[config.mk]
export PLATFORM = sky130hd
export DESIGN_NAME = dmem_arbiter
export DESIGN_NICKNAME = d
export VERILOG_FILES = /design/src/rtl/dmem_arbiter.sv
export SDC_FILE = /design/constraint.sdc
export NUM_CORES = 1
export LEC_CHECK = 0
export CAP_MARGIN = 20
export CORE_ASPECT_RATIO = 1.25
export CORE_MARGIN = 1.5
export CORE_UTILIZATION = 35
export CTS_BUF_LIST = sky130_fd_sc_hd__clkbuf_8
export DETAILED_ROUTE_END_ITERATION = 6
export HOLD_SLACK_MARGIN = 0.06
export PLACE_DENSITY = 0.7
export RECOVER_POWER = 25
export REMOVE_ABC_BUFFERS = 1
export SYNTH_ARGS = -nofsm -noshare
export SYNTH_HDL_FRONTEND = slang
export SYNTH_SLANG_ARGS = --single-unit
[constraint.sdc]
create_clock -name clk -period 5.7 [get_ports clk]
set_input_delay 1.14 -clock clk [delete_from_list [all_inputs] [get_ports clk]]
set_output_delay 1.14 -clock clk [all_outputs]
set_load 0.05 [all_outputs]
[src/rtl/dmem_arbiter.sv]
// rtl/dmem_arbiter.sv - req/ack arbiter sharing one data memory between two ports.
// Define DMEM_ARB_FIXED_PRIO_EN to give port 0 every tie; default is round-robin.
module dmem_arbiter #(
  parameter int ADDR_W = 8,
  parameter int DATA_W = 8
) (
  input  logic              clk,
  input  logic              rst,
  input  logic              req0,
  input  logic              req1,
  input  logic              we0,
  input  logic              we1,
  input  logic [ADDR_W-1:0] addr0,
  input  logic [ADDR_W-1:0] addr1,
  input  logic [DATA_W-1:0] wdata0,
  input  logic [DATA_W-1:0] wdata1,
  output logic              ack0,
  output logic              ack1,
  output logic [DATA_W-1:0] rdata0,
  output logic [DATA_W-1:0] rdata1,
  output logic [ADDR_W-1:0] mem_address,
  output logic [DATA_W-1:0] mem_write_data,
  output logic              mem_read,
  output logic              mem_write,
  input  logic [DATA_W-1:0] mem_read_data,
  output logic              busy
);

  typedef enum logic [1:0] {IDLE, ACCESS, RESP} state_t;

  state_t state, state_next;
  logic   owner;
  logic   last;
  logic   elig0, elig1;
  logic   tie_port;
  logic   grant_valid;
  logic   grant_port;

  // The port being acknowledged in RESP is dropping its req, so it cannot win again.
  always_comb begin
    elig0 = req0 && !(state == RESP && owner == 1'b0);
    elig1 = req1 && !(state == RESP && owner == 1'b1);
`ifdef DMEM_ARB_FIXED_PRIO_EN
    tie_port = 1'b0;
`else
    tie_port = ~last;
`endif
    grant_valid = (state != ACCESS) && (elig0 || elig1);
    grant_port  = (elig0 && elig1) ? tie_port : elig1;
  end

  always_ff @(posedge clk or posedge rst) begin
    if (rst) state <= IDLE;
    else     state <= state_next;
  end

  always_comb begin
    state_next = state;
    case (state)
      IDLE:    state_next = grant_valid ? ACCESS : IDLE;
      ACCESS:  state_next = RESP;
      RESP:    state_next = grant_valid ? ACCESS : IDLE;
      default: state_next = IDLE;
    endcase
  end

  always_comb begin
    busy = (state != IDLE);
  end

  always_ff @(posedge clk or posedge rst) begin
    if (rst) begin
      owner          <= 1'b0;
      last           <= 1'b1;
      ack0           <= 1'b0;
      ack1           <= 1'b0;
      rdata0         <= '0;
      rdata1         <= '0;
      mem_address    <= '0;
      mem_write_data <= '0;
      mem_read       <= 1'b0;
      mem_write      <= 1'b0;
    end else begin
      ack0      <= 1'b0;
      ack1      <= 1'b0;
      mem_read  <= 1'b0;
      mem_write <= 1'b0;
      if (grant_valid) begin
        owner          <= grant_port;
        mem_address    <= grant_port ? addr1 : addr0;
        mem_write_data <= grant_port ? wdata1 : wdata0;
        mem_write      <= grant_port ? we1 : we0;
        mem_read       <= grant_port ? !we1 : !we0;
      end
      // mem_write still holds the latched command direction during ACCESS.
      if (state == ACCESS) begin
        if (owner) begin
          ack1 <= 1'b1;
          if (!mem_write) rdata1 <= mem_read_data;
        end else begin
          ack0 <= 1'b1;
          if (!mem_write) rdata0 <= mem_read_data;
        end
        last <= owner;
      end
    end
  end

endmodule

# [After elaboration in Yosys (flattened, before gate mapping)]
# Cells that the tools add are included.
[word_totals] reg_bits=40 out_inout_bits=37
[op_classes] n_eq_ne=3 n_mux=13 bitwise_logic=3 n_reduce_logical=16
[op_table] op="two-way mux 8 bit" n=2
[op_table] op="two-way mux 1 bit" n=10
[op_table] op="logical AND 1 bit" n=6
[op_table] op="AND reduction 3 bit" n=2
[op_table] op="zero test 1 bit" n=4
[op_table] op="case mux 2 bit (2 select lines)" n=1
[op_table] op="NOT 1 bit" n=3
[op_table] op="equality test 2 x 1 -> 1 bit, second input constant" n=1
[op_table] op="equality test 2 bit, second input constant" n=1
[op_table] op="zero test 2 bit" n=1
[op_table] op="inequality test 2 x 1 -> 1 bit, second input constant" n=1
[op_table] op="nonzero test 2 bit" n=1
[op_table] op="OR reduction 2 bit" n=1
[op_table] op="logical OR 1 bit" n=1

# [Longest topological paths before layout]
# Gate-level depths: netlist of the first run.
[depth] ltp_word=8 mapped_depth=7

# [Worst setup path after synthesis of the first run]
# OpenSTA, ideal clock, no wires.
[synth_path] kind="input to register" from="input req0" to="register mem_address[4]" arrival_time_ps=2294 t_required_ps=5575 slack_ps=3280 path_stages=5 n_path_buf=1 path_cell_list="nand2_1 -> o211ai_4 -> buf_4 -> mux2_2 -> mux2_4"
[synth_between] elab_chain_cells=4 word_cells_on_any_way=6 cone_classes="mux: 2; reduce/logical: 4"
[synth_rtl] element="start: declaration" line_no="9" source="input logic req0,"
[synth_rtl] element="logical AND 1 bit *" line_no="41" source="elig0 = req0 && !(state == RESP && owner == 1'b0);"
[synth_rtl] element="logical AND 1 bit" line_no="49" source="grant_port = (elig0 && elig1) ? tie_port : elig1;"
[synth_rtl] element="two-way mux 1 bit" line_no="49"
[synth_rtl] element="two-way mux 8 bit" line_no="90" source="mem_address <= grant_port ? addr1 : addr0;"
[synth_rtl] element="end signal: assignment" line_no="90"
[synth_rtl] element="end: declaration" line_no="21" source="output logic [ADDR_W-1:0] mem_address,"
# Mark *: on every way between the ends. The rest lies on a longest branch, timed or not.
# A chain may end at the register's enable or synchronous reset.

==> qor.txt, run 1 <==
================================================================================
Total of max-cap violations                                                    1
Core area                                                               5040 um2
Critical path's top delay family                                    buffers and inverters
Synth area leaders                                                  dfrtp_1, mux2_2, mux2_4
Buf/Inv on CP                                                                  3
Start-to-end type of the worst setup path                            in -> async
Required time of the critical path                                       5.67 ns
Post-route clock period utilization                                        0.572
Total vias in the final route                                              1,305
Type of element capturing the critical path                         asynchronous set/reset pin
Effective utilization at floorplan                                         0.359
Rows                                                                          29
Largest driver fanout on the critical path                                    40
Total number of cells along the worst setup path                               3
FF-to-FF setup slack                                                     3.57 ns
Shortest period the worst path allows                                    3.26 ns
Non-filler cells in the finished layout                                      271
Antenna diodes                                                                 0
Outcome                                                             finished with violations
Count of endpoints failing setup in the final report                           0
CTS Hold Bufs                                                                  0
Cell count of the worst reg-to-reg path                                        4
Distinct cell type count after synthesis                                      28
IR Drop Worst-Case VDD                                                0.000365 V
Startpoint class of the critical path                                  input pin
Highest clock rate                                                       306 MHz
Count of buffers added by post-CTS timing repair for setup                     0
Post-detailed-route wirelength per cell                                  14.4 um
Net count of the finished layout                                             254
Cell chosen for the clock root                                          clkbuf_8
Clock network latency to the later pin of the worst-skew pair            0.28 ns
Maximum count of clock buffers along a single path                             2
Worst R2R Start                                                         state[1]
First-pass iteration count of the detailed router                              4
Max stage delay on crit path                                             1.50 ns
Worst slack at placement                                                 2.46 ns
Die height                                                               83.4 um
Cell-by-cell listing of the critical path                           dlygate4sd3_1 > inv_1 > clkbuf_1
Mean Syn Cell Area                                                      14.9 um2
Yosys top cell by area                                                   dfrtp_1
CTS buffer count                                                               5
RePlAce Congestion                                                         0.808
First-iteration detailed-routing DRC count                                    18
Crit path from                                                               rst
Cell area after synthesis                                               1810 um2
Port bufs                                                                     82
Overall fraction of global-route tracks in use                             0.153
Post-detailed-route DRC marker count                                           0
Post-detailed-route via-to-cell ratio                                       4.82
IO Pins                                                                       83
Layout cells sized above 1                                                 0.282
Fraction of the yosys area taken by sequential cells                       0.553
Number of global-route vias before repair                                  1,388
Count of mapped cells out of synthesis                                       122
Core occupancy in the finished layout                                      0.549
Area growth from synthesis to final layout                                 53.0%
Clock transition at the registers of the reported paths                  0.07 ns
Number of max-slew violations in the final report                             41
Worst hold path type                                                  reg -> reg
Leakage power of the design                                              1.17 nW
Clock tree sinks                                                              40
Pin count of the biggest net entering global routing                          41
Leading cell type in the layout, fill and taps excluded             clkdlybuf4s50_1
Total wire length                                                        3.90 mm
Full die area                                                           5620 um2
Number of warning messages in the yosys log                                    0
Data arrival time at the worst-slack endpoint                            3.24 ns
Clock tree from TritonCTS                                                  built
Antenna violations before repair                                               0
Final worst clock skew                                                0.00154 ns
Design Power                                                           0.00185 W
Post-synthesis register bit count                                             40
# placed instances                                                           263
Commonest cells after routing, fill and taps aside                  clkdlybuf4s50_1, mux2_2, dfrtp_1
Relative slew margins                                                     -0.407
Cell area power density                                               668 nW/um2
Slew at the pin closest to its max-slew limit                            2.11 ns
Gr ovfl total                                                                  0
Number of H-tree levels                                                        2
Share of async-settable or async-resettable flops after synthesis           1.00
End of the worst register-to-register path                          mem_write_data[2]
Critical path destination                                           mem_address[1]
Wire length of the first global-routing pass                             6.54 mm
Violations in the final reports                                     capacitance limit, slew limit
Area share of the leading cell type in the synthesized netlist             0.539
Final HPWL from detailed placement                                       2.98 mm
Number of nets still failing antenna checks after routing                      0
Total negative slack                                                        0 ns
Number of synthesized flops with an enable pin                                 0
Master of the slowest instance on the critical path                     clkbuf_1
Most instantiated flip-flop cell in the synthesis netlist                dfrtp_1
Final worst-path setup slack                                             2.44 ns
Gates resized, CTS repair                                                      0
Die X                                                                    67.4 um
Setup repair after global routing missed its margin                        false
Number of hold violations in the final report                                  0
================================================================================
-- cell usage after synthesis, types with 2 or more instances --
cell,count
dfrtp_1,39
buf_6,2
nor2_1,4
nand2_1,2
mux2_2,39
a21oi_1,2
inv_1,4
mux2_4,7
nor3_2,2
mux2i_1,2
nor3_1,2
-- area by class of cell --
class | instances | area, um2
inverter | 5 | 18.8
clock inverter | 3 | 38.8
fill | 429 | 2270
sequential | 40 | 1000
clock buffer | 5 | 68.8
timing repair buffer | 83 | 825
multi-input combinational | 73 | 741
tap | 62 | 77.6
-- through the flow --
stage	hold slack, ns	instance area (um2)
global placement	0.488	2670
CTS	0.515	2780
finish	0.509	2770
global route	0.527	2770
detailed placement	0.494	2670
floorplan	0.476	1760
-- layer usage --
metal,part of all wire,up-vias,global-route usage,wire [um]
li1,-,598,-,-
met1,0.40,642,0.170,1550
met2,0.51,61,0.268,2000
met3,0.082,4,0.0556,319
met4,0.0092,0,0.0390,36
met5,0,-,0,0
-- worst register-to-register path: cells and delay by family (launching register included) --
kind                   cells  cell delay, ns
DFF                        1            0.42
buffers and inverters      1            0.14
muxes                      1            0.44
and+or+nand+nor            2            1.02
-- flip-flops by register name, indices dropped and copies added (netlist names) --
name / count
owner: 1
last: 1
mem_address: 8
ack0: 1
mem_write_data: 8
mem_write: 1
rdata0: 8
ack1: 1
mem_read: 1
state: 2
rdata1: 8
-- logic make-up after synthesis --
kind of cell | Yosys count | synth area share
buffers and inverters | 9 | 0.0380
multiplexers | 49 | 0.318
AND/OR/NAND/NOR | 19 | 0.0649
flip-flops | 40 | 0.553
AO/OA/AOI/OAI | 5 | 0.0262
-- how the worst min path moves through the flow --
stage	slack, ns	endpoint	from	cells past startpoint
2_1_floorplan	0.48	state[0]	state[0]	1
3_3_place_gp	0.49	rdata1[1]	rdata1[1]	1
3_5_place_dp	0.49	mem_write_data[5]	mem_write_data[5]	1
4_1_cts	0.51	rdata0[5]	rdata0[5]	1
5_1_grt	0.53	rdata0[5]	rdata0[5]	1
6_report	0.51	rdata0[5]	rdata0[5]	1
-- power breakdown --
group          switching (W)  leakage (nW)  internal, W
clock network      0.0000920        0.0593     0.000128
logic               0.000668         0.639     0.000448
registers          0.0000857         0.477     0.000429
total               0.000846          1.17      0.00100
No activity file was read; power rests on OpenSTA's default activity.
==> run 2: changes to the inputs <==
--- a/config.mk
+++ b/config.mk
@@ -12,7 +12,7 @@
 export CTS_BUF_LIST = sky130_fd_sc_hd__clkbuf_8
 export DETAILED_ROUTE_END_ITERATION = 6
 export HOLD_SLACK_MARGIN = 0.06
-export PLACE_DENSITY = 0.7
+export PLACE_DENSITY = 0.72
 export RECOVER_POWER = 25
 export REMOVE_ABC_BUFFERS = 1
 export SYNTH_ARGS = -nofsm -noshare
==> constraint.sdc (replaced) <==
create_clock -name clk -period 2.9 [get_ports clk]
set_input_delay 0.58 -clock clk [delete_from_list [all_inputs] [get_ports clk]]
set_output_delay 0.58 -clock clk [all_outputs]
set_load 0.05 [all_outputs]
==> qor.txt, run 2 (synthesis gave the netlist of run 1 again) <==
============================================================================
Internal power                                                     0.00194 W   was 0.00100 W
RePlAce Congestion                                                     0.753   was 0.808
Total negative slack                                                    0 ns   unchanged
Port bufs                                                                 82   unchanged
Max stage delay on crit path                                         0.70 ns   was 1.50 ns
Share of total power consumed by net switching                         0.457   about the same
Portion of total power attributed to sequential cells                  0.278   about the same
Post-detailed-route wirelength per cell                              13.0 um   was 14.4 um
First-iteration detailed-routing DRC count                                13   was 18
Required time of the critical path                                   2.32 ns   was 5.67 ns
Type of element capturing the critical path                     primary output   was asynchronous set/reset pin
First-pass iteration count of the detailed router                          2   was 4
Antenna diodes                                                             0   unchanged
Portion of total power attributed to the clock network                 0.109   was 0.119
Shortest period the worst path allows                                2.29 ns
Number of hold violations in the final report                              0   unchanged
Number of max-slew violations in the final report                          0   was 41
IO Pins                                                                   83   unchanged
Die X                                                                67.4 um   unchanged
Post-detailed-route via-to-cell ratio                                   4.70   was 4.82
Rows                                                                      29   unchanged
Setup repair after global routing missed its margin                    false   unchanged
Design Power                                                       0.00358 W   was 0.00185 W
Net switching power                                                0.00164 W   was 0.000846 W
Buf/Inv on CP                                                              1   was 3
Relative slew margins                                                  0.361   was -0.407
Total vias in the final route                                          1,284   was 1,305
CTS Hold Bufs                                                              0   unchanged
Area of the multi-input gates                                        741 um2   unchanged
Gates resized, CTS repair                                                  0   unchanged
IR Drop Worst-Case VDD                                            0.000673 V   was 0.000365 V
Effective utilization at floorplan                                     0.359   unchanged
Gr ovfl total                                                              0   unchanged
Clock tree from TritonCTS                                              built   unchanged
Total wire length                                                    3.55 mm   was 3.90 mm
Critical path's top delay family                                buffers and inverters   unchanged
Pin count of the biggest net entering global routing                      41   unchanged
Die height                                                           83.4 um   unchanged
Largest driver fanout on the critical path                                 6   was 40
Outcome                                                         complete, no violations   was finished with violations
Final worst clock skew                                            0.00514 ns   was 0.00154 ns
Cell-by-cell listing of the critical path                       or2_2 > clkdlybuf4s50_1   was dlygate4sd3_1 > inv_1 > clkbuf_1
Total cell area at the placement stage                              2680 um2   was 2670 um2
Area growth from synthesis to final layout                             53.5%   was 53.0%
Clock network latency to the later pin of the worst-skew pair        0.28 ns   about the same
Number of global-route vias before repair                              1,367   was 1,388
Data arrival time at the worst-slack endpoint                        1.71 ns   was 3.24 ns
Clock transition at the registers of the reported paths              0.07 ns   about the same
Overall fraction of global-route tracks in use                         0.144   was 0.153
Post-route clock period utilization                                    0.788
Clock tree sinks                                                          40   unchanged
Full die area                                                       5620 um2   unchanged
Count of endpoints failing setup in the final report                       0   unchanged
Final HPWL from detailed placement                                   2.58 mm   was 2.98 mm
Core area                                                           5040 um2   unchanged
Count of buffers added by post-CTS timing repair for setup                 0   unchanged
Number of nets still failing antenna checks after routing                  0   unchanged
Post-Route Hold Slack                                               0.505 ns   was 0.509 ns
Worst hold path type                                              reg -> reg   unchanged
Summed area of non-filler cells in the final layout                 2780 um2   was 2770 um2
Net count of the finished layout                                         256   was 254
Cell chosen for the clock root                                      clkbuf_8   unchanged
Number of H-tree levels                                                    2   unchanged
Wire length of the first global-routing pass                         6.15 mm   was 6.54 mm
Highest clock rate                                                   438 MHz
Antenna violations before repair                                           0   unchanged
Post-detailed-route DRC marker count                                       0   unchanged
Share of power burned in combinational logic                           0.613   was 0.603
Leading cell type in the layout, fill and taps excluded         clkdlybuf4s50_1   unchanged
Filler Cells Inserted                                                    445   was 429
Leakage power of the design                                          1.18 nW   was 1.17 nW
Maximum count of clock buffers along a single path                         2   unchanged
Commonest cells after routing, fill and taps aside              clkdlybuf4s50_1, mux2_2, dfrtp_1   unchanged
Cell area power density                                          1290 nW/um2   was 668 nW/um2
Total of max-cap violations                                                0   was 1
Startpoint class of the critical path                              flip-flop   was input pin
Layout cells sized above 1                                             0.294   was 0.282
CTS buffer count                                                           5   unchanged
Start-to-end type of the worst setup path                         reg -> out   was in -> async
Master of the slowest instance on the critical path             clkdlybuf4s50_1   was clkbuf_1
Slew at the pin closest to its max-slew limit                       0.959 ns   was 2.11 ns
Register area                                                       1000 um2   unchanged
============================================================================
==> run 2: cell type report <==
type,instances,area share
Timing Repair Buffer,85,0.302
Sequential cell,40,0.360
Inverter,5,0.00675
Clock buffer,7,0.0347
Clock inverter,1,0.00135
Multi-Input combinational cell,73,0.266
Tap cell,62,0.0279
==> run 2: routing by layer <==
| metal | GRT usage | up-vias | routed length [um] |
|---|---|---|---|
| met5 | 0 | - | 0 |
| met4 | 0.0501 | 0 | 55 |
| met3 | 0.0610 | 8 | 337 |
| met2 | 0.231 | 65 | 1670 |
| met1 | 0.171 | 609 | 1490 |
| li1 | - | 602 | - |
==> run 2: path summary, 6_finish.rpt <==
path | startpoint | endpoint | slack (ns) | depth (start not counted)
worst max register to register | state[0] | mem_write_data[4] | 1.04 | 5
worst min-delay path | rdata1[2] | rdata1[2] | 0.51 | 1
max in group asynchronous | rst | rdata1[6] | 1.26 | 3
min in group asynchronous | rst | mem_address[0] | 1.04 | 3
worst min register to register | rdata1[2] | rdata1[2] | 0.51 | 1
worst max-delay path | state[0] | busy | 0.61 | 2
==> run 2: through the flow <==
stage	util	instances	setup slack (ns)
2_1_floorplan	-	118	1.05
3_3_place_gp	0.532	265	0.539
3_5_place_dp	0.532	265	0.511
4_1_cts	0.552	273	0.596
5_1_grt	0.551	273	0.540
6_report	0.551	273	0.615
==> run 2: power by group through the flow <==
stage                     registers [W]  logic (W)  clock network, W
after global placement          0.00100    0.00221                 0
after CTS                      0.000999    0.00223          0.000411
after floorplan                 0.00188   0.000625                 0
after global routing            0.00103    0.00231          0.000439
final                          0.000995    0.00220          0.000391
after detailed placement        0.00100    0.00222                 0
==> run 2: worst register-to-register path: stages, from the launching register on <==
cell and delay [ns]:
dfrtp_1 0.41, and2b_2 0.27, o211ai_4 0.17, buf_4 0.27
mux2_2 0.37, mux2_2 0.26
==> run 3: changes to the inputs <==
--- a/config.mk
+++ b/config.mk
@@ -12,7 +12,7 @@
 export CTS_BUF_LIST = sky130_fd_sc_hd__clkbuf_8
 export DETAILED_ROUTE_END_ITERATION = 6
 export HOLD_SLACK_MARGIN = 0.06
-export PLACE_DENSITY = 0.72
+export PLACE_DENSITY = 0.7
 export RECOVER_POWER = 25
 export REMOVE_ABC_BUFFERS = 1
 export SYNTH_ARGS = -nofsm -noshare
==> constraint.sdc (replaced) <==
create_clock -name clk -period 2.4 [get_ports clk]
set_input_delay 0.48 -clock clk [delete_from_list [all_inputs] [get_ports clk]]
set_output_delay 0.48 -clock clk [all_outputs]
set_load 0.05 [all_outputs]
==> qor.txt, run 3 (synthesis gave the netlist of run 1 again) <==
============================================================================
Clock tree sinks                                                          40   unchanged
Clock network latency to the later pin of the worst-skew pair        0.29 ns   was 0.28 ns
First-pass iteration count of the detailed router                          3   was 2
Clock transition at the registers of the reported paths              0.07 ns   about the same
IO Pins                                                                   83   unchanged
Gates resized, CTS repair                                                  0   unchanged
Post-detailed-route wirelength per cell                              13.9 um   was 13.0 um
Share of power burned in combinational logic                           0.603   was 0.613
Final worst-path setup slack                                        0.186 ns   was 0.615 ns
Max stage delay on crit path                                         0.70 ns   about the same
Total negative slack                                                    0 ns   unchanged
First-iteration detailed-routing DRC count                                30   was 13
Effective utilization at floorplan                                     0.359   unchanged
Total of max-cap violations                                                0   unchanged
Cell area power density                                          1580 nW/um2   was 1290 nW/um2
Number of nets still failing antenna checks after routing                  0   unchanged
Count of buffers added by post-CTS timing repair for setup                 0   unchanged
Pin count of the biggest net entering global routing                      22   was 41
Final HPWL from detailed placement                                   2.92 mm   was 2.58 mm
Total vias in the final route                                          1,260   was 1,284
Maximum count of clock buffers along a single path                         2   unchanged
Final worst clock skew                                            0.00235 ns   was 0.00514 ns
Die X                                                                67.4 um   unchanged
Relative slew margins                                                  0.278   was 0.361
Antenna violations before repair                                           0   unchanged
Port bufs                                                                 82   unchanged
Post-detailed-route DRC marker count                                       0   unchanged
Shortest period the worst path allows                                2.21 ns
Portion of total power attributed to sequential cells                  0.276   was 0.278
Number of max-slew violations in the final report                          0   unchanged
Number of H-tree levels                                                    2   unchanged
Post-detailed-route via-to-cell ratio                                   4.60   was 4.70
Portion of total power attributed to the clock network                 0.121   was 0.109
Overall fraction of global-route tracks in use                         0.152   was 0.144
Core area                                                           5040 um2   unchanged
CTS Hold Bufs                                                              0   unchanged
Leakage power of the design                                          1.19 nW   was 1.18 nW
Clock tree from TritonCTS                                              built   unchanged
Gr ovfl total                                                              0   unchanged
Slew at the pin closest to its max-slew limit                        1.08 ns   was 0.959 ns
Largest driver fanout on the critical path                                 6   unchanged
Required time of the critical path                                   1.92 ns   was 2.32 ns
Post-route clock period utilization                                    0.923
Wire length of the first global-routing pass                         6.42 mm   was 6.15 mm
Share of total power consumed by net switching                         0.456   was 0.457
Die height                                                           83.4 um   unchanged
Leading cell type in the layout, fill and taps excluded         clkdlybuf4s50_1   unchanged
Area growth from synthesis to final layout                             54.9%   was 53.5%
Full die area                                                       5620 um2   unchanged
Highest clock rate                                                   452 MHz
# placed instances                                                       266   was 265
IR Drop Worst-Case VDD                                            0.000689 V   was 0.000673 V
RePlAce Congestion                                                     0.832   was 0.753
Net switching power                                                0.00202 W   was 0.00164 W
Net count of the finished layout                                         257   was 256
Worst slack at placement                                            0.146 ns   was 0.511 ns
Setup repair after global routing missed its margin                    false   unchanged
Rows                                                                      29   unchanged
Cell-by-cell listing of the critical path                       or2_2 > clkdlybuf4s50_1   unchanged
Startpoint class of the critical path                              flip-flop   unchanged
Non-filler cells in the finished layout                                  274   was 273
Design Power                                                       0.00443 W   was 0.00358 W
Start-to-end type of the worst setup path                         reg -> out   unchanged
Count of endpoints failing setup in the final report                       0   unchanged
Commonest cells after routing, fill and taps aside              clkdlybuf4s50_1, mux2_2, dfrtp_1   unchanged
Type of element capturing the critical path                     primary output   unchanged
Cell chosen for the clock root                                      clkbuf_8   unchanged
Internal power                                                     0.00241 W   was 0.00194 W
CTS buffer count                                                           5   unchanged
Outcome                                                         complete, no violations   unchanged
Data arrival time at the worst-slack endpoint                        1.73 ns   was 1.71 ns
Total wire length                                                    3.81 mm   was 3.55 mm
Number of hold violations in the final report                              0   unchanged
Layout cells sized above 1                                             0.297   was 0.294
Number of global-route vias before repair                              1,381   was 1,367
Antenna diodes                                                             0   unchanged
Worst hold path type                                              reg -> reg   unchanged
Master of the slowest instance on the critical path             clkdlybuf4s50_1   unchanged
============================================================================
==> run 3: path summary, 6_finish.rpt <==
path,from,end,slack [ns],depth (start not counted)
max,state[0],busy,0.19,2
min,rdata0[4],rdata0[4],0.51,1
max reg2reg,state[0],mem_write_data[7],0.57,5
min reg2reg,rdata0[4],rdata0[4],0.51,1
max in group asynchronous,rst,rdata0[2],0.78,3
min in group asynchronous,rst,mem_address[1],0.94,3
==> run 3: layout make-up <==
type                       instances  area (um2)
inverter                           5        18.8
multi-input combinational         73         741
tap                               62        77.6
sequential                        40        1000
clock buffer                       5        68.8
clock inverter                     3        42.5
fill                             417        2240
timing repair buffer              86         856
==> run 3: through the flow <==
step           instance area [um2]  utilization  hold slack, ns
2_1_floorplan                 1760            -           0.476
3_3_place_gp                  2700        0.536           0.490
3_5_place_dp                  2700        0.536           0.495
4_1_cts                       2810        0.558           0.514
5_1_grt                       2810        0.556           0.533
6_report                      2810        0.556           0.509
==> run 3: power groups by stage <==
stage | combinational, W | clock (W) | sequential (W)
global placement | 0.00266 | 0 | 0.00121
global route | 0.00280 | 0.000593 | 0.00127
CTS | 0.00271 | 0.000556 | 0.00123
floorplan | 0.000755 | 0 | 0.00227
finish | 0.00267 | 0.000539 | 0.00122
detailed placement | 0.00270 | 0 | 0.00123
==> run 3: routing by layer <==
layer | wire (um) | part of all wire | global-route usage | up-vias
li1 | - | - | - | 606
met5 | 0 | 0 | 0 | -
met3 | 368 | 0.096 | 0.0610 | 7
met4 | 85 | 0.022 | 0.0612 | 0
met2 | 1850 | 0.48 | 0.248 | 64
met1 | 1510 | 0.40 | 0.175 | 583
==> run 3: worst max-delay path: cells and delay by family, from the launching register on <==
kind,cells,cell delay [ns]
simple gates,1,0.31
flops,1,0.43
buf+inv,1,0.70
